`config.mk`:
```
export PLATFORM = sky130hd
export DESIGN_NAME = keypad_lock_ctrl_flat
export DESIGN_NICKNAME = d
export VERILOG_FILES = /design/src/rtl/keypad_lock_ctrl_if.sv /design/src/rtl/keypad_lock_ctrl.sv /design/src/flat_wrapper.sv
export SDC_FILE = /design/constraint.sdc
export NUM_CORES = 1
export LEC_CHECK = 0
export ABC_AREA = 0
export BUFFER_PORTS_ARGS = -buffer_cell sky130_fd_sc_hd__buf_4
export CAP_MARGIN = 20
export CELL_PAD_IN_SITES_DETAIL_PLACEMENT = 1
export CELL_PAD_IN_SITES_GLOBAL_PLACEMENT = 2
export CORE_MARGIN = 2
export CORE_UTILIZATION = 37
export CTS_CLUSTER_DIAMETER = 40
export DETAILED_ROUTE_END_ITERATION = 7
export PLACE_DENSITY_LB_ADDON = 0.12
export SETUP_SLACK_MARGIN = 0.05
export SKIP_CTS_REPAIR_TIMING = 1
export SYNTH_ARGS = -nofsm -noshare
export SYNTH_HDL_FRONTEND = slang
export SYNTH_SLANG_ARGS = --single-unit
```
`constraint.sdc`:
```
create_clock -name clk -period 3.8 [get_ports clk]
set_clock_uncertainty 0.1 [all_clocks]
set_input_delay 0.76 -clock clk [delete_from_list [all_inputs] [get_ports clk]]
set_output_delay 0.76 -clock clk [all_outputs]
set_load 0.005 [all_outputs]
```
`src/rtl/keypad_lock_ctrl_if.sv`:
```
// rtl/keypad_lock_ctrl_if.sv - key event bus from the keypad encoder to the lock controller
interface keypad_lock_ctrl_if;
  // One-cycle pulse per key press, synchronous to the lock clock
  logic       key_valid;
  // 0-15 hex digit, 16 W (start/commit), 17 X (clear), 18 Y (reprogram), 19 Z (ignored)
  logic [4:0] key_code;

  modport master (output key_valid, output key_code);
  modport slave  (input  key_valid, input  key_code);
endinterface

```
`src/rtl/keypad_lock_ctrl.sv`:
```
// rtl/keypad_lock_ctrl.sv - combination-lock controller: program, verify, lockout, alarm
module keypad_lock_ctrl #(
  parameter int CODE_LEN       = 8,
  parameter int MAX_TRIES      = 3,
  parameter int LOCKOUT_CYCLES = 500
) (
  input  logic                  clk,
  input  logic                  rst,
  keypad_lock_ctrl_if.slave     key_if,
  output logic [2:0]            state_o,
  output logic [3:0]            digit_cnt_o,
  output logic [3:0]            fail_cnt_o,
  output logic [4*CODE_LEN-1:0] entry_o,
  output logic                  open_o,
  output logic                  alarm_o,
  output logic                  lockout_o
);

  localparam int W  = 4 * CODE_LEN;
  // LOCKOUT_CYCLES-1 is the largest value the timer ever holds
  localparam int TW = (LOCKOUT_CYCLES > 2) ? $clog2(LOCKOUT_CYCLES) : 1;

  localparam logic [3:0]    LEN_FULL  = 4'(CODE_LEN);
  localparam logic [3:0]    LEN_LAST  = 4'(CODE_LEN - 1);
  localparam logic [3:0]    TRIES_MAX = 4'(MAX_TRIES);
  localparam logic [TW-1:0] TMR_LOAD  = TW'(LOCKOUT_CYCLES - 1);
  localparam logic [TW-1:0] TMR_ONE   = TW'(1);

  typedef enum logic [2:0] {
    S_INIT    = 3'd0,
    S_IDLE    = 3'd1,
    S_ENTRY   = 3'd2,
    S_OPEN    = 3'd3,
    S_LOCKOUT = 3'd4,
    S_ALARM   = 3'd5
  } state_t;

  state_t        state_q, state_d;
  logic [W-1:0]  code_q, code_d;
  logic [W-1:0]  entry_q, entry_d;
  logic [3:0]    digit_cnt_q, digit_cnt_d;
  logic [3:0]    fail_cnt_q, fail_cnt_d;
  logic [TW-1:0] timer_q, timer_d;
  logic          open_q, alarm_q, lockout_q;

  logic          kv;
  logic          key_digit, key_w, key_x, key_y;
  logic [W-1:0]  shifted;
  logic [3:0]    fail_inc;

  assign kv        = key_if.key_valid;
  assign key_digit = ~key_if.key_code[4];
  assign key_w     = key_if.key_code == 5'd16;
  assign key_x     = key_if.key_code == 5'd17;
  assign key_y     = key_if.key_code == 5'd18;
  // Newest digit enters at the bottom nibble, oldest falls off the top
  assign shifted   = {entry_q[W-5:0], key_if.key_code[3:0]};
  assign fail_inc  = fail_cnt_q + 4'd1;

  // Next-state and datapath decisions; only key pulses move the machine, apart from the lockout timer
  always_comb begin
    state_d     = state_q;
    code_d      = code_q;
    entry_d     = entry_q;
    digit_cnt_d = digit_cnt_q;
    fail_cnt_d  = fail_cnt_q;
    timer_d     = timer_q;
    case (state_q)
      S_INIT: begin
        if (kv) begin
          if (key_digit && digit_cnt_q < LEN_FULL) begin
            entry_d     = shifted;
            digit_cnt_d = digit_cnt_q + 4'd1;
          end else if (key_x) begin
            entry_d     = '0;
            digit_cnt_d = '0;
          end else if (key_w && digit_cnt_q == LEN_FULL) begin
            code_d      = entry_q;
            entry_d     = '0;
            digit_cnt_d = '0;
            state_d     = S_IDLE;
          end
        end
      end
      S_IDLE: begin
        if (kv && key_w) begin
          entry_d     = '0;
          digit_cnt_d = '0;
          state_d     = S_ENTRY;
        end
      end
      S_ENTRY: begin
        if (kv) begin
          if (key_digit) begin
            if (digit_cnt_q < LEN_LAST) begin
              entry_d     = shifted;
              digit_cnt_d = digit_cnt_q + 4'd1;
            end else begin
              // Whole-code verdict only, so partial entries reveal nothing
              entry_d     = '0;
              digit_cnt_d = '0;
              if (shifted == code_q) begin
                fail_cnt_d = '0;
                state_d    = S_OPEN;
              end else if (fail_inc == TRIES_MAX) begin
                fail_cnt_d = fail_inc;
                state_d    = S_ALARM;
              end else begin
                fail_cnt_d = fail_inc;
                timer_d    = TMR_LOAD;
                state_d    = S_LOCKOUT;
              end
            end
          end else if (key_x) begin
            entry_d     = '0;
            digit_cnt_d = '0;
            state_d     = S_IDLE;
          end else if (key_w) begin
            entry_d     = '0;
            digit_cnt_d = '0;
          end
        end
      end
      S_OPEN: begin
        if (kv && key_w) begin
          state_d = S_IDLE;
        end else if (kv && key_y) begin
          // Old code stays active until the new one is committed with W
          entry_d     = '0;
          digit_cnt_d = '0;
          state_d     = S_INIT;
        end
      end
      S_LOCKOUT: begin
        if (timer_q == '0) begin
          state_d = S_IDLE;
        end else begin
          timer_d = timer_q - TMR_ONE;
        end
      end
      S_ALARM: begin
        state_d = S_ALARM;
      end
      default: begin
        state_d = S_INIT;
      end
    endcase
  end

  // State, datapath and flag registers; flags follow the next state so they align with state_o
  always_ff @(posedge clk or posedge rst) begin
    if (rst) begin
      state_q     <= S_INIT;
      code_q      <= '0;
      entry_q     <= '0;
      digit_cnt_q <= '0;
      fail_cnt_q  <= '0;
      timer_q     <= '0;
      open_q      <= 1'b0;
      alarm_q     <= 1'b0;
      lockout_q   <= 1'b0;
    end else begin
      state_q     <= state_d;
      code_q      <= code_d;
      entry_q     <= entry_d;
      digit_cnt_q <= digit_cnt_d;
      fail_cnt_q  <= fail_cnt_d;
      timer_q     <= timer_d;
      open_q      <= (state_d == S_OPEN);
      alarm_q     <= (state_d == S_ALARM);
      lockout_q   <= (state_d == S_LOCKOUT);
    end
  end

  assign state_o     = state_q;
  assign digit_cnt_o = digit_cnt_q;
  assign fail_cnt_o  = fail_cnt_q;
  assign entry_o     = entry_q;
  assign open_o      = open_q;
  assign alarm_o     = alarm_q;
  assign lockout_o   = lockout_q;

endmodule

```
`src/flat_wrapper.sv`:
```
// flat-port wrapper written by rule: the top's interface ports become plain ports
module keypad_lock_ctrl_flat 
#(
  parameter int CODE_LEN       = 8,
  parameter int MAX_TRIES      = 3,
  parameter int LOCKOUT_CYCLES = 500
)
  (clk, rst, state_o, digit_cnt_o, fail_cnt_o, entry_o, open_o, alarm_o, lockout_o, key_if_key_valid, key_if_key_code);
  keypad_lock_ctrl_if key_if_i ();
  input  logic clk;
  input  logic rst;
  output logic [2:0] state_o;
  output logic [3:0] digit_cnt_o;
  output logic [3:0] fail_cnt_o;
  output logic [4*CODE_LEN-1:0] entry_o;
  output logic open_o;
  output logic alarm_o;
  output logic lockout_o;
  input wire logic [$bits(key_if_i.key_valid)-1:0] key_if_key_valid;
  input wire logic [$bits(key_if_i.key_code)-1:0] key_if_key_code;
  assign key_if_i.key_valid = key_if_key_valid;
  assign key_if_i.key_code = key_if_key_code;
  keypad_lock_ctrl #(.CODE_LEN(CODE_LEN), .MAX_TRIES(MAX_TRIES), .LOCKOUT_CYCLES(LOCKOUT_CYCLES)) u_core (.clk(clk), .rst(rst), .key_if(key_if_i), .state_o(state_o), .digit_cnt_o(digit_cnt_o), .fail_cnt_o(fail_cnt_o), .entry_o(entry_o), .open_o(open_o), .alarm_o(alarm_o), .lockout_o(lockout_o));
endmodule
```
## After elaboration in Yosys (flattened, before gate mapping)

Cells that the tools add are included.

| storage, ports and cells | value |
|---|---|
| bits in registers | 87 |
| output and inout port bits | 46 |
| input bits | 8 |
| word-level logic and storage cells | 105 |

| operators by class | value |
|---|---|
| add/sub/neg operators | 3 |
| mux-type cells | 49 |
| equal/unequal tests | 26 |
| reductions and logical operators | 12 |
| bitwise operators | 4 |
| magnitude comparators | 2 |

Operators by type and width:

| kind | number |
|---|---|
| $mux W32 | 12 |
| $pmux W32 S4 | 1 |
| $mux W9 | 6 |
| $mux W4 | 13 |
| $mux W3 | 13 |
| $eq A32 B32 Y1 | 1 |
| $pmux W3 S6 | 1 |
| $pmux W9 S2 | 1 |
| $ne A2 B2 Y1 const B | 8 |
| $pmux W4 S4 | 1 |
| $eq A5 B5 Y1 const B | 3 |
| $eq A3 B3 Y1 const B | 4 |
| $eq A3 B2 Y1 const B | 3 |
| $logic_not A9 Y1 | 1 |
| $sub A9 B1 Y9 const B | 1 |
| $add A4 B1 Y4 const B | 2 |
| $reduce_and A8 Y1 | 1 |
| $reduce_and A7 Y1 | 1 |
| $reduce_and A5 Y1 | 1 |
| $eq A4 B2 Y1 const B | 1 |
| $eq A4 B4 Y1 const B | 1 |
| $logic_and A1 B1 Y1 | 4 |
| $lt A4 B3 Y1 const B | 1 |
| $lt A4 B4 Y1 const B | 1 |
| 10 further kinds | 14 |

## Depth between registers and ports, before layout

Gate-level depths: netlist (run 1).

| depth | value |
|---|---|
| depth after elaboration | 9 |
| gate-level depth with buffers | 9 |
| mapped depth without buffers | 8 |

## Least setup slack after synthesis (run 1)

No wires, ideal clock.

| timing path | value |
|---|---|
| kind | input to register |
| start point | input port key_if_key_code[1] |
| end point | register u_core.digit_cnt_q[2] (netlist: u_core.digit_cnt_o[2]) |
| stages | 8 |
| data required time | 3.568 ns |
| buffers on the path | 2 |
| arrival time | 2.156 ns |
| setup time | 0.132 ns |
| slack | 1.411 ns |
| path through | clkbuf_1 nor4b_1 o21ai_1 a21oi_1 nand2_1 clkbuf_1 o21ai_1 o21ai_1 |

| on the way | value |
|---|---|
| word-level cells in the longest chain between the ends | 5 |
| elaborated cells on any way between the ends | 19 |
| classes of those cells | eq/ne (8); mux (7); reduce/logical (4) |

Ends and longest elaborated chain:

| item | line | text |
|---|---|---|
| from (decl) | flat_wrapper.sv:20 | `input wire logic [$bits(key_if_i.key_code)-1:0] key_if_key_code;` |
| $eq A5 B5 Y1 | keypad_lock_ctrl.sv:54 | `assign key_x = key_if.key_code == 5'd17;` |
| $mux W4 (on tied branches) | keypad_lock_ctrl.sv:114, keypad_lock_ctrl.sv:74 |  |
| $mux W4 (on tied branches) | keypad_lock_ctrl.sv:94, keypad_lock_ctrl.sv:71 |  |
| $mux W4 (on tied branches) | keypad_lock_ctrl.sv:93, keypad_lock_ctrl.sv:70 |  |
| $pmux W4 S4 | keypad_lock_ctrl.sv:68 | `case (state_q)` |
| to (signal assigned) | keypad_lock_ctrl.sv:166 | `digit_cnt_q <= digit_cnt_d;` |
| to (decl) | keypad_lock_ctrl.sv:41 | `logic [3:0] digit_cnt_q, digit_cnt_d;` |

Parallel ways exist; a longest one is shown, timed or not. The select of a mux whose other input is x is not followed.
A chain may end at the register's enable or synchronous reset.

## Worst setup path in the final report (run 1)

| timing path | value |
|---|---|
| start point | register u_core.state_q[0] (netlist: u_core.state_o[0]) |
| end point | register u_core.timer_q[2] |

| on the way | value |
|---|---|
| word-level cells in the longest chain between the ends | 3 |
| elaborated cells on any way between the ends | 11 |
| classes of those cells | eq/ne (8); mux (1); reduce/logical (2) |

Ends and longest elaborated chain:

| item | line | text |
|---|---|---|
| from (decl) | keypad_lock_ctrl.sv:38 | `state_t state_q, state_d;` |
| from (signal assigned) | keypad_lock_ctrl.sv:163 | `state_q <= state_d;` |
| $eq A3 B3 Y1 or $eq A3 B2 Y1 (tied branches) | keypad_lock_ctrl.sv:68 |  |
| $ne A2 B2 Y1 (no source line) or $reduce_bool A2 Y1 (tied branches) | -- |  |
| $reduce_and A7 Y1 (no source line) | -- |  |
| to (signal assigned) | keypad_lock_ctrl.sv:168 | `timer_q <= timer_d;` |
| to (decl) | keypad_lock_ctrl.sv:43 | `logic [TW-1:0] timer_q, timer_d;` |

Parallel ways exist; a longest one is shown, timed or not.

==> results of run 1 <==
## state kept, by name, summed over array words and instances, names as in the netlist
signal / count
u_core.digit_cnt_o: 4
u_core.lockout_o: 1
u_core.timer_q: 9
u_core.fail_cnt_o: 4
u_core.code_q: 32
u_core.alarm_o: 1
u_core.state_o: 3
u_core.entry_o: 32
u_core.open_o: 1
## worst register-to-register path: stages, from the launching register on
cell and delay (ps):
dfrtp_1 540, or3b_4 490, nor4b_4 270, o211ai_1 180
a32oi_2 530, o21ai_1 150, o2bb2ai_1 160
## layout by cell type (no fill, tap or decap), types with 8 or more instances in the layout
master and n:
nand2_1 75, buf_4 58, nor2_1 13, nand2b_1 8, mux2_2 21, mux2_1 11, o21ai_1 41, inv_1 8
a21oi_1 12, clkbuf_16 9, dfrtp_1 87, nand4_1 10, xnor2_1 33
## layer usage
metal | global-route usage [%] | wire length (um) | vias up
met1 | 23.3 | 4740 | 1542
met5 | 0 | 0 | -
met4 | 5.43 | 105 | 0
li1 | - | - | 1510
met3 | 3.83 | 318 | 6
met2 | 31.0 | 5210 | 37
## layout make-up
type	instances	area (um^2)
clock inverter	5	50.0
tap	143	179
sequential	87	2180
fill	1268	6280
multi-input combinational	291	1940
timing repair buffer	58	435
clock buffer	10	229
inverter	9	35.0
## per-stage QoR
| stage | power, mW | setup WS, ps | hold WS [ps] | instance area, um^2 |
|---|---|---|---|---|
| after floorplan | 1.74 | 690 | 356 | 4240 |
| after global placement | 2.06 | 1150 | 384 | 4760 |
| after detailed placement | 2.09 | 1040 | 393 | 4760 |
| after CTS | 2.96 | 1240 | 401 | 5040 |
| after global routing | 3.11 | 1040 | 425 | 5040 |
| final | 2.90 | 1270 | 399 | 5040 |
## report_power, final
part,internal (mW),switching (mW)
clock network,0.501,0.351
logic,0.345,0.459
registers,1.05,0.194
## path summary, 6_finish.rpt
| path | startpoint | end | cells after the start |
|---|---|---|---|
| min reg2reg | u_core.timer_q[7] | u_core.timer_q[7] | 1 |
| min in group asynchronous | rst | u_core.entry_o[27] | 2 |
| min | u_core.timer_q[7] | u_core.timer_q[7] | 1 |
| max reg2reg | u_core.state_o[0] | u_core.timer_q[2] | 6 |
| max in group asynchronous | rst | u_core.code_q[23] | 3 |
| max | u_core.state_o[0] | u_core.timer_q[2] | 6 |
## logic make-up (layout without fill, tap and decap cells)
| logic type | Yosys count | in the layout |
|---|---|---|
| compound gates | 80 | 80 |
| xor+xnor | 33 | 33 |
| fa+ha+maj | 5 | 5 |
| buf+inv | 28 | 82 |
| flops | 87 | 87 |
| mux | 34 | 34 |
| simple gates | 139 | 139 |
==> results.sh, run 1 <==
export IMPL_critPathTopFamily="compound AO/OA/AOI/OAI gates"
export IMPL_detail_route_antenna_nets=0
export IMPL_io_buffer_count=53
export IMPL_required_ps=3910
export IMPL_dieWidth_um=111
export IMPL_clk_latency_ps=340
export IMPL_crit_type="flip-flop to flip-flop"
export IMPL_max_slew_margin_pct=42.0
export IMPL_yosys_area_share_simple_pct=16.6
export IMPL_pin_count=54
export IMPL_gp_congestion=0.778
export IMPL_grtUsageTotal_pct=18.1
export IMPL_max_cap_violations=0
export IMPL_initial_core_util_pct=37.4
export IMPL_instances_no_fill=603
export IMPL_vias=3095
export IMPL_via_per_inst=5.13
export IMPL_leakage_nw=2.26
export IMPL_rows=39
export IMPL_async_flop_share_pct=100
export IMPL_crit_path_cell_trace="or3b_4 > nor4b_4 > o211ai_1 > a32oi_2 > o21ai_1 > o2bb2ai_1"
export IMPL_setup_tns_ps=0
export IMPL_synth_seq_cells=87
export IMPL_synthFlopType="dfrtp_1"
export IMPL_slowest_stage="dfrtp_1"
export IMPL_yosysWarnings=0
export IMPL_synth_compound_area_share_pct=11.7
export IMPL_ctsRootBufferMaster="clkbuf_16"
export IMPL_drt_pre_antenna_iters=4
export IMPL_synth_most_common_cell="dfrtp_1"
export IMPL_routedWlPerCell_um=17.2
export IMPL_worstPathArrival_ps=2640
export IMPL_critPathLaunchType="flip-flop"
export IMPL_drive_gt1_share_pct=23.7
export IMPL_place_inst=588
export IMPL_synth_top_family_by_area="simple AND/OR/NAND/NOR gates"
export IMPL_dieArea_um2=12300
export IMPL_grt_pass1_wl_mm=17.8
export IMPL_finalCriticalPeriod_ps=2530
export IMPL_synth_top_area_cell="dfrtp_1"
export IMPL_path_clk_slew_ps=60
export IMPL_synthAdderAreaFrac_pct=1.48
export IMPL_grt_pass1_vias=3361
export IMPL_coreArea_um2=11300
export IMPL_critPathMaxFanout=13
export IMPL_cts_tree="done"
export IMPL_worstSetupEndpointType="flip-flop"
export IMPL_avgSynthCellArea_um2=10.4
export IMPL_antennaDiodeCount=0
export IMPL_outcome="finished clean"
export IMPL_gr_total_overflow=0
export IMPL_yosysSeqAreaShare_pct=51.4
export IMPL_final_max_slew_viol_count=0
export IMPL_clock_path_buffers=2
export IMPL_synthTopCellsByCount="87 x dfrtp_1, 76 x nand2_1, 41 x o21ai_1, 33 x xnor2_1, 21 x mux2_2"
export IMPL_yosysUniqueCellTypes=55
export IMPL_grt_max_degree=72
export IMPL_cts_sinks=87
export IMPL_syn_area_um2=4240
export IMPL_ff2ff_setup_slack_ps=1270
export IMPL_cts_buffers=9
export IMPL_hold_viol=0
export IMPL_ys_top_cells_by_area="dfrtp_1 51%, xnor2_1 6.8%, nand2_1 6.7%"
export IMPL_worst_slew_pin_slew_ps=869
export IMPL_grt_antenna_before_repair=0
export IMPL_post_route_util_pct=44.6
export IMPL_final_nets=469
export IMPL_muxShareOfSynthArea_pct=9.09
export IMPL_syn_inst=406
export IMPL_synth_edf_count=0
export IMPL_setup_violations=0
export IMPL_first_iter_violations=131
export IMPL_power_density_nw_per_um2=574
export IMPL_routed_wl_mm=10.4
export IMPL_slowest_delay_ps=540
export IMPL_synth_xor_area_share_pct=6.82
export IMPL_fin_crit_sh_pct=66.5
export IMPL_max_freq_mhz=396
export IMPL_rsz0062_at_grt="false"
export IMPL_syn2layout_area_growth_pct=19.0
export IMPL_worst_hold_path_type="flip-flop to flip-flop"
export IMPL_die_height_um=111
export IMPL_synth_fp_nets=419
export IMPL_htree_levels=3
export IMPL_drc=0
export IMPL_synth_top_cell_area_share_pct=51.4
export IMPL_vdd_ir_drop_max_uv=267
export IMPL_path_buf_inv=0
export IMPL_dp_hpwl_mm=7.21
Power figures use the tool's default switching activity.
==> run 2: changes to the inputs <==
- ABC_AREA: 0 -> 1
- CORE_UTILIZATION: 37 -> 32
- clock period: 3.8 -> 2.2 ns (I/O delays scaled with it)
==> results.sh, run 2 <==
export IMPL_cts_tree="done"
export IMPL_pin_count=54
export IMPL_power_density_nw_per_um2=1370
export IMPL_drt_pre_antenna_iters=4
export IMPL_cts_sinks=87
export IMPL_synth_top_area_cell="dfrtp_1"
export IMPL_whs_ps=62.1
export IMPL_antennaDiodeCount=0
export IMPL_post_route_util_pct=40.0
export IMPL_via_per_inst=4.70
export IMPL_first_iter_violations=122
export IMPL_finalPower_mw=7.54
export IMPL_dieWidth_um=122
export IMPL_worstPathArrival_ps=2100
export IMPL_dieArea_um2=15000
export IMPL_clock_path_buffers=2
export IMPL_mostFrequentLayoutCell="nand2_1"
export IMPL_worst_hold_path_type="input pin to async pin"
export IMPL_initial_core_util_pct=32.6
export IMPL_final_nets=599
export IMPL_synth_edf_count=0
export IMPL_avgSynthCellArea_um2=8.53
export IMPL_grt_antenna_before_repair=0
export IMPL_synth_most_common_cell="nand2_1"
export IMPL_outcome="finished clean"
export IMPL_max_cap_violations=0
export IMPL_vdd_ir_drop_max_uv=575
export IMPL_synthFlopType="dfrtp_1"
export IMPL_max_freq_mhz=508
export IMPL_synth_top_cell_area_share_pct=48.5
export IMPL_ys_top_cells_by_area="dfrtp_1 49%, nand2_1 10%, a21oi_2 7.0%"
export IMPL_crit_type="flip-flop to flip-flop"
export IMPL_place_inst=752
export IMPL_leakage_nw=2.60
export IMPL_routedWlPerCell_um=14.9
export IMPL_ctsRootBufferMaster="clkbuf_16"
export IMPL_coreArea_um2=13800
export IMPL_clk_latency_ps=340
export IMPL_worstSetupEndpointType="flip-flop"
export IMPL_layout_common_cells="122 x nand2_1, 85 x dfrtp_1, 69 x inv_1"
export IMPL_place_area_um2=5170
export IMPL_vias=3625
export IMPL_yosysUniqueCellTypes=32
export IMPL_grt_pass1_wl_mm=19.7
export IMPL_grtUsageTotal_pct=16.8
export IMPL_yosysSeqAreaShare_pct=48.5
export IMPL_gr_total_overflow=0
export IMPL_setup_violations=0
export IMPL_io_buffer_count=53
export IMPL_fillers=1661
export IMPL_instances_no_fill=771
export IMPL_syn_area_um2=4490
export IMPL_drive_gt1_share_pct=23.4
export IMPL_dp_hpwl_mm=8.09
export IMPL_yosysWarnings=0
export IMPL_die_height_um=122
export IMPL_rsz0062_at_grt="false"
export IMPL_cts_buffers=9
export IMPL_required_ps=2330
export IMPL_synth_fp_nets=539
export IMPL_htree_levels=3
export IMPL_async_flop_share_pct=100
export IMPL_rows=43
export IMPL_synth_seq_cells=87
export IMPL_gp_congestion=0.722
export IMPL_hold_viol=0
export IMPL_final_max_slew_viol_count=0
export IMPL_finalInstanceArea_um2=5510
export IMPL_critPathLaunchType="flip-flop"
export IMPL_drc=0
export IMPL_path_clk_slew_ps=60
export IMPL_detail_route_antenna_nets=0
export IMPL_syn_inst=526
export IMPL_grt_pass1_vias=3863
export IMPL_fin_crit_sh_pct=89.4
export IMPL_worst_slew_pin_slew_ps=569
export IMPL_syn2layout_area_growth_pct=22.8
export IMPL_synthTopCellsByCount="122 x nand2_1, 87 x dfrtp_1, 71 x inv_1, 43 x o21ai_0, 39 x a21oi_1"
export IMPL_critPathMaxFanout=46
export IMPL_max_slew_margin_pct=62.0
export IMPL_grt_max_degree=65
export IMPL_routed_wl_mm=11.5
export IMPL_finalCriticalPeriod_ps=1970
## run 2: changes by cell type in the layout (fill, tap and decap cells not counted), moves of 9 or more
cell     previous run  this run
inv_1               8        69
nand2_1            75       122
o21ai_0             2        43
a21oi_2             1        36
o21ai_1            41         6
a21oi_1            12        39
mux2_2             21         0
nor2_1             13        31
mux2_1             11         0
nand3_1             5        14
xnor2_1            33        24
## run 2: cell families (layout without fill, tap and decap cells)
| family | count (synthesis) | count (layout) | synth area share [%] |
|---|---|---|---|
| AND/OR/NAND/NOR | 183 | 183 | 17.3 |
| AO/OA/AOI/OAI | 132 | 132 | 18.7 |
| buffers and inverters | 92 | 157 | 8.81 |
| flip-flops | 87 | 87 | 48.5 |
| XOR/XNOR | 27 | 27 | 5.27 |
| adder cells (fa/ha/maj) | 5 | 5 | 1.39 |
## run 2: routing by layer
metal  global-route usage [%]  part of all wire [%]  vias to the layer above
met2                     27.8                    48                       43
met3                     3.81                   2.4                        8
met5                        0                     0                        -
met4                     4.74                   1.0                        0
li1                         -                     -                     1787
met1                     22.2                    48                     1787
## run 2: worst paths after layout
path	startpoint	slack, ps	endpoint	cells past startpoint
min	rst	60	u_core.code_q[0]	2
max reg2reg	u_core.state_o[2]	230	u_core.digit_cnt_o[3]	10
min reg2reg	u_core.code_q[12]	410	u_core.code_q[12]	2
min in group clk	key_if_key_code[0]	290	u_core.entry_o[0]	3
max	u_core.state_o[2]	230	u_core.digit_cnt_o[3]	10
max in group asynchronous	rst	1430	u_core.entry_o[29]	3
## run 2: report_power, final
part           switching [mW]  total, mW  internal (mW)
Sequential              0.577       2.67           2.09
Clock                   0.629       1.62          0.993
Combinational            1.79       3.25           1.46
## run 2: critical path, cell delays in order, from the launching register on
cell     delay (ps)
dfrtp_1         490
nor2_4          190
nand2_2         110
nor2_2          160
inv_2            50
o21ai_2         120
nor2_2           60
nand3_4          90
buf_12          260
o21ai_0         120
o21a_1          110
## run 2: layout make-up
class,count,area (um^2),share of cell area [%]
flip-flops and latches,87,2180,39.6
multi-input cells,347,1930,35.0
repair buffers,66,583,10.6
inverters,75,285,5.18
clock buffers,12,236,4.29
well taps,180,225,4.09
clock inverters,4,70.1,1.27
## run 2: metrics by stage
step	setup TNS (ps)	setup WS [ps]
global route	0	43.4
CTS	0	61.2
floorplan	0	464
finish	0	233
detailed placement	-2.27	-2.27
global placement	0	21.8
==> run 3: changes to the inputs <==
- REMOVE_ABC_BUFFERS: default -> 1
==> results.sh, run 3 (synthesized netlist as in run 2, its figures left out) <==
export IMPL_syn2layout_area_growth_pct=22.5
export IMPL_hold_viol=0
export IMPL_setup_tns_ps=0
export IMPL_pin_count=54
export IMPL_htree_levels=3
export IMPL_required_ps=2340
export IMPL_ctsRootBufferMaster="clkbuf_16"
export IMPL_worst_slew_pin_slew_ps=607
export IMPL_worstSetupEndpointType="flip-flop"
export IMPL_mostFrequentLayoutCell="nand2_1"
export IMPL_cts_sinks=87
export IMPL_finalPower_mw=7.56
export IMPL_drt_pre_antenna_iters=4
export IMPL_layout_common_cells="122 x nand2_1, 87 x dfrtp_1, 68 x inv_1"
export IMPL_fin_crit_sh_pct=89.7
export IMPL_routedWlPerCell_um=14.5
export IMPL_cts_tree="done"
export IMPL_grt_max_degree=65
export IMPL_finalCriticalPeriod_ps=1970
export IMPL_pre_cts_ws_ps=55.4
export IMPL_coreArea_um2=13800
export IMPL_r2r_start="u_core.state_o[2]"
export IMPL_max_cap_violations=0
export IMPL_vias=3614
export IMPL_vdd_ir_drop_max_uv=471
export IMPL_crit_path_start="u_core.state_o[2]"
export IMPL_drive_gt1_share_pct=23.1
export IMPL_gp_congestion=0.769
export IMPL_setup_violations=0
export IMPL_gr_total_overflow=0
export IMPL_multi_input_comb_area_um2=1930
export IMPL_rows=43
export IMPL_cts_buffers=9
export IMPL_fillers=1672
export IMPL_initial_core_util_pct=32.6
export IMPL_grt_pass1_wl_mm=18.7
export IMPL_slowest_delay_ps=480
export IMPL_crit_path_frequent_cell="nor2_2"
export IMPL_via_per_inst=4.69
export IMPL_fin_ws_ps=226
export IMPL_place_inst=753
export IMPL_dieArea_um2=15000
export IMPL_leakage_nw=2.60
export IMPL_crit_type="flip-flop to flip-flop"
export IMPL_grt_antenna_before_repair=0
export IMPL_grtUsageTotal_pct=16.1
export IMPL_seq_area_um2=2180
export IMPL_first_iter_violations=137
export IMPL_critPathLaunchType="flip-flop"
export IMPL_clk_latency_ps=350
export IMPL_outcome="finished clean"
export IMPL_detail_route_antenna_nets=0
export IMPL_dieWidth_um=122
export IMPL_max_freq_mhz=507
export IMPL_final_max_slew_viol_count=0
export IMPL_routed_wl_mm=11.2
export IMPL_drc=0
export IMPL_slowest_stage="dfrtp_1"
export IMPL_worstPathArrival_ps=2110
export IMPL_io_buffer_count=53
export IMPL_final_nets=598
export IMPL_dp_hpwl_mm=7.79
export IMPL_instances_no_fill=770
export IMPL_worst_hold_path_type="input pin to async pin"
export IMPL_antennaDiodeCount=0
export IMPL_whs_ps=51.6
export IMPL_path_clk_slew_ps=60
export IMPL_post_route_util_pct=39.9
export IMPL_place_area_um2=5150
export IMPL_die_height_um=122
export IMPL_critPathMaxFanout=48
export IMPL_finalInstanceArea_um2=5490
export IMPL_rsz0062_at_grt="false"
export IMPL_crit_path_cell_trace="nor2_4 > nand2_2 > nor2_2 > inv_2 > o21ai_2 > nor2_2 > nand3_4 > buf_12 > o21ai_0 > o21a_1"
export IMPL_power_density_nw_per_um2=1380
export IMPL_max_slew_margin_pct=59.5
export IMPL_grt_pass1_vias=3593
export IMPL_clock_path_buffers=2
-- run 3: cell types whose count changed in the layout (fill, tap and decap cells not counted), sizes merged --
cell,delta
clkinvlp,-1
clkbuf,+1
buf,-1
-- run 3: layout make-up --
type / count / area share, %
Sequential cell: 87 / 39.6
Multi-Input combinational cell: 347 / 35.2
Timing Repair Buffer: 65 / 10.0
Inverter: 75 / 5.15
Clock buffer: 13 / 4.74
Tap cell: 180 / 4.10
Clock inverter: 3 / 1.18
-- run 3: where the power goes --
group | internal, mW | leakage, nW | switching [mW] | total [mW]
logic | 1.45 | 1.33 | 1.77 | 3.22
registers | 2.09 | 1.11 | 0.559 | 2.64
clock network | 1.06 | 0.160 | 0.642 | 1.70
-- run 3: layer usage --
metal	track usage [%]	part of all wire [%]	up-vias
met5	0	0	-
met4	6.68	1.8	0
met3	2.74	2.7	13
met2	25.5	48	44
met1	21.8	47	1765
li1	-	-	1792
-- run 3: final timing paths --
kind,end,cells after the start,slack [ps]
setup / recovery,u_core.digit_cnt_o[3],10,230
hold / removal,u_core.code_q[3],2,50
setup reg to reg,u_core.digit_cnt_o[3],10,230
hold reg to reg,u_core.timer_q[0],1,400
max in group asynchronous,u_core.entry_o[6],3,1270
min in group clk,u_core.entry_o[0],3,290
-- run 3: worst max-delay path, delay by kind of cell (launching register included) --
family          cells  cell delay [ps]
flops               1              480
buf+inv             2              300
simple gates        5              620
compound gates      3              350
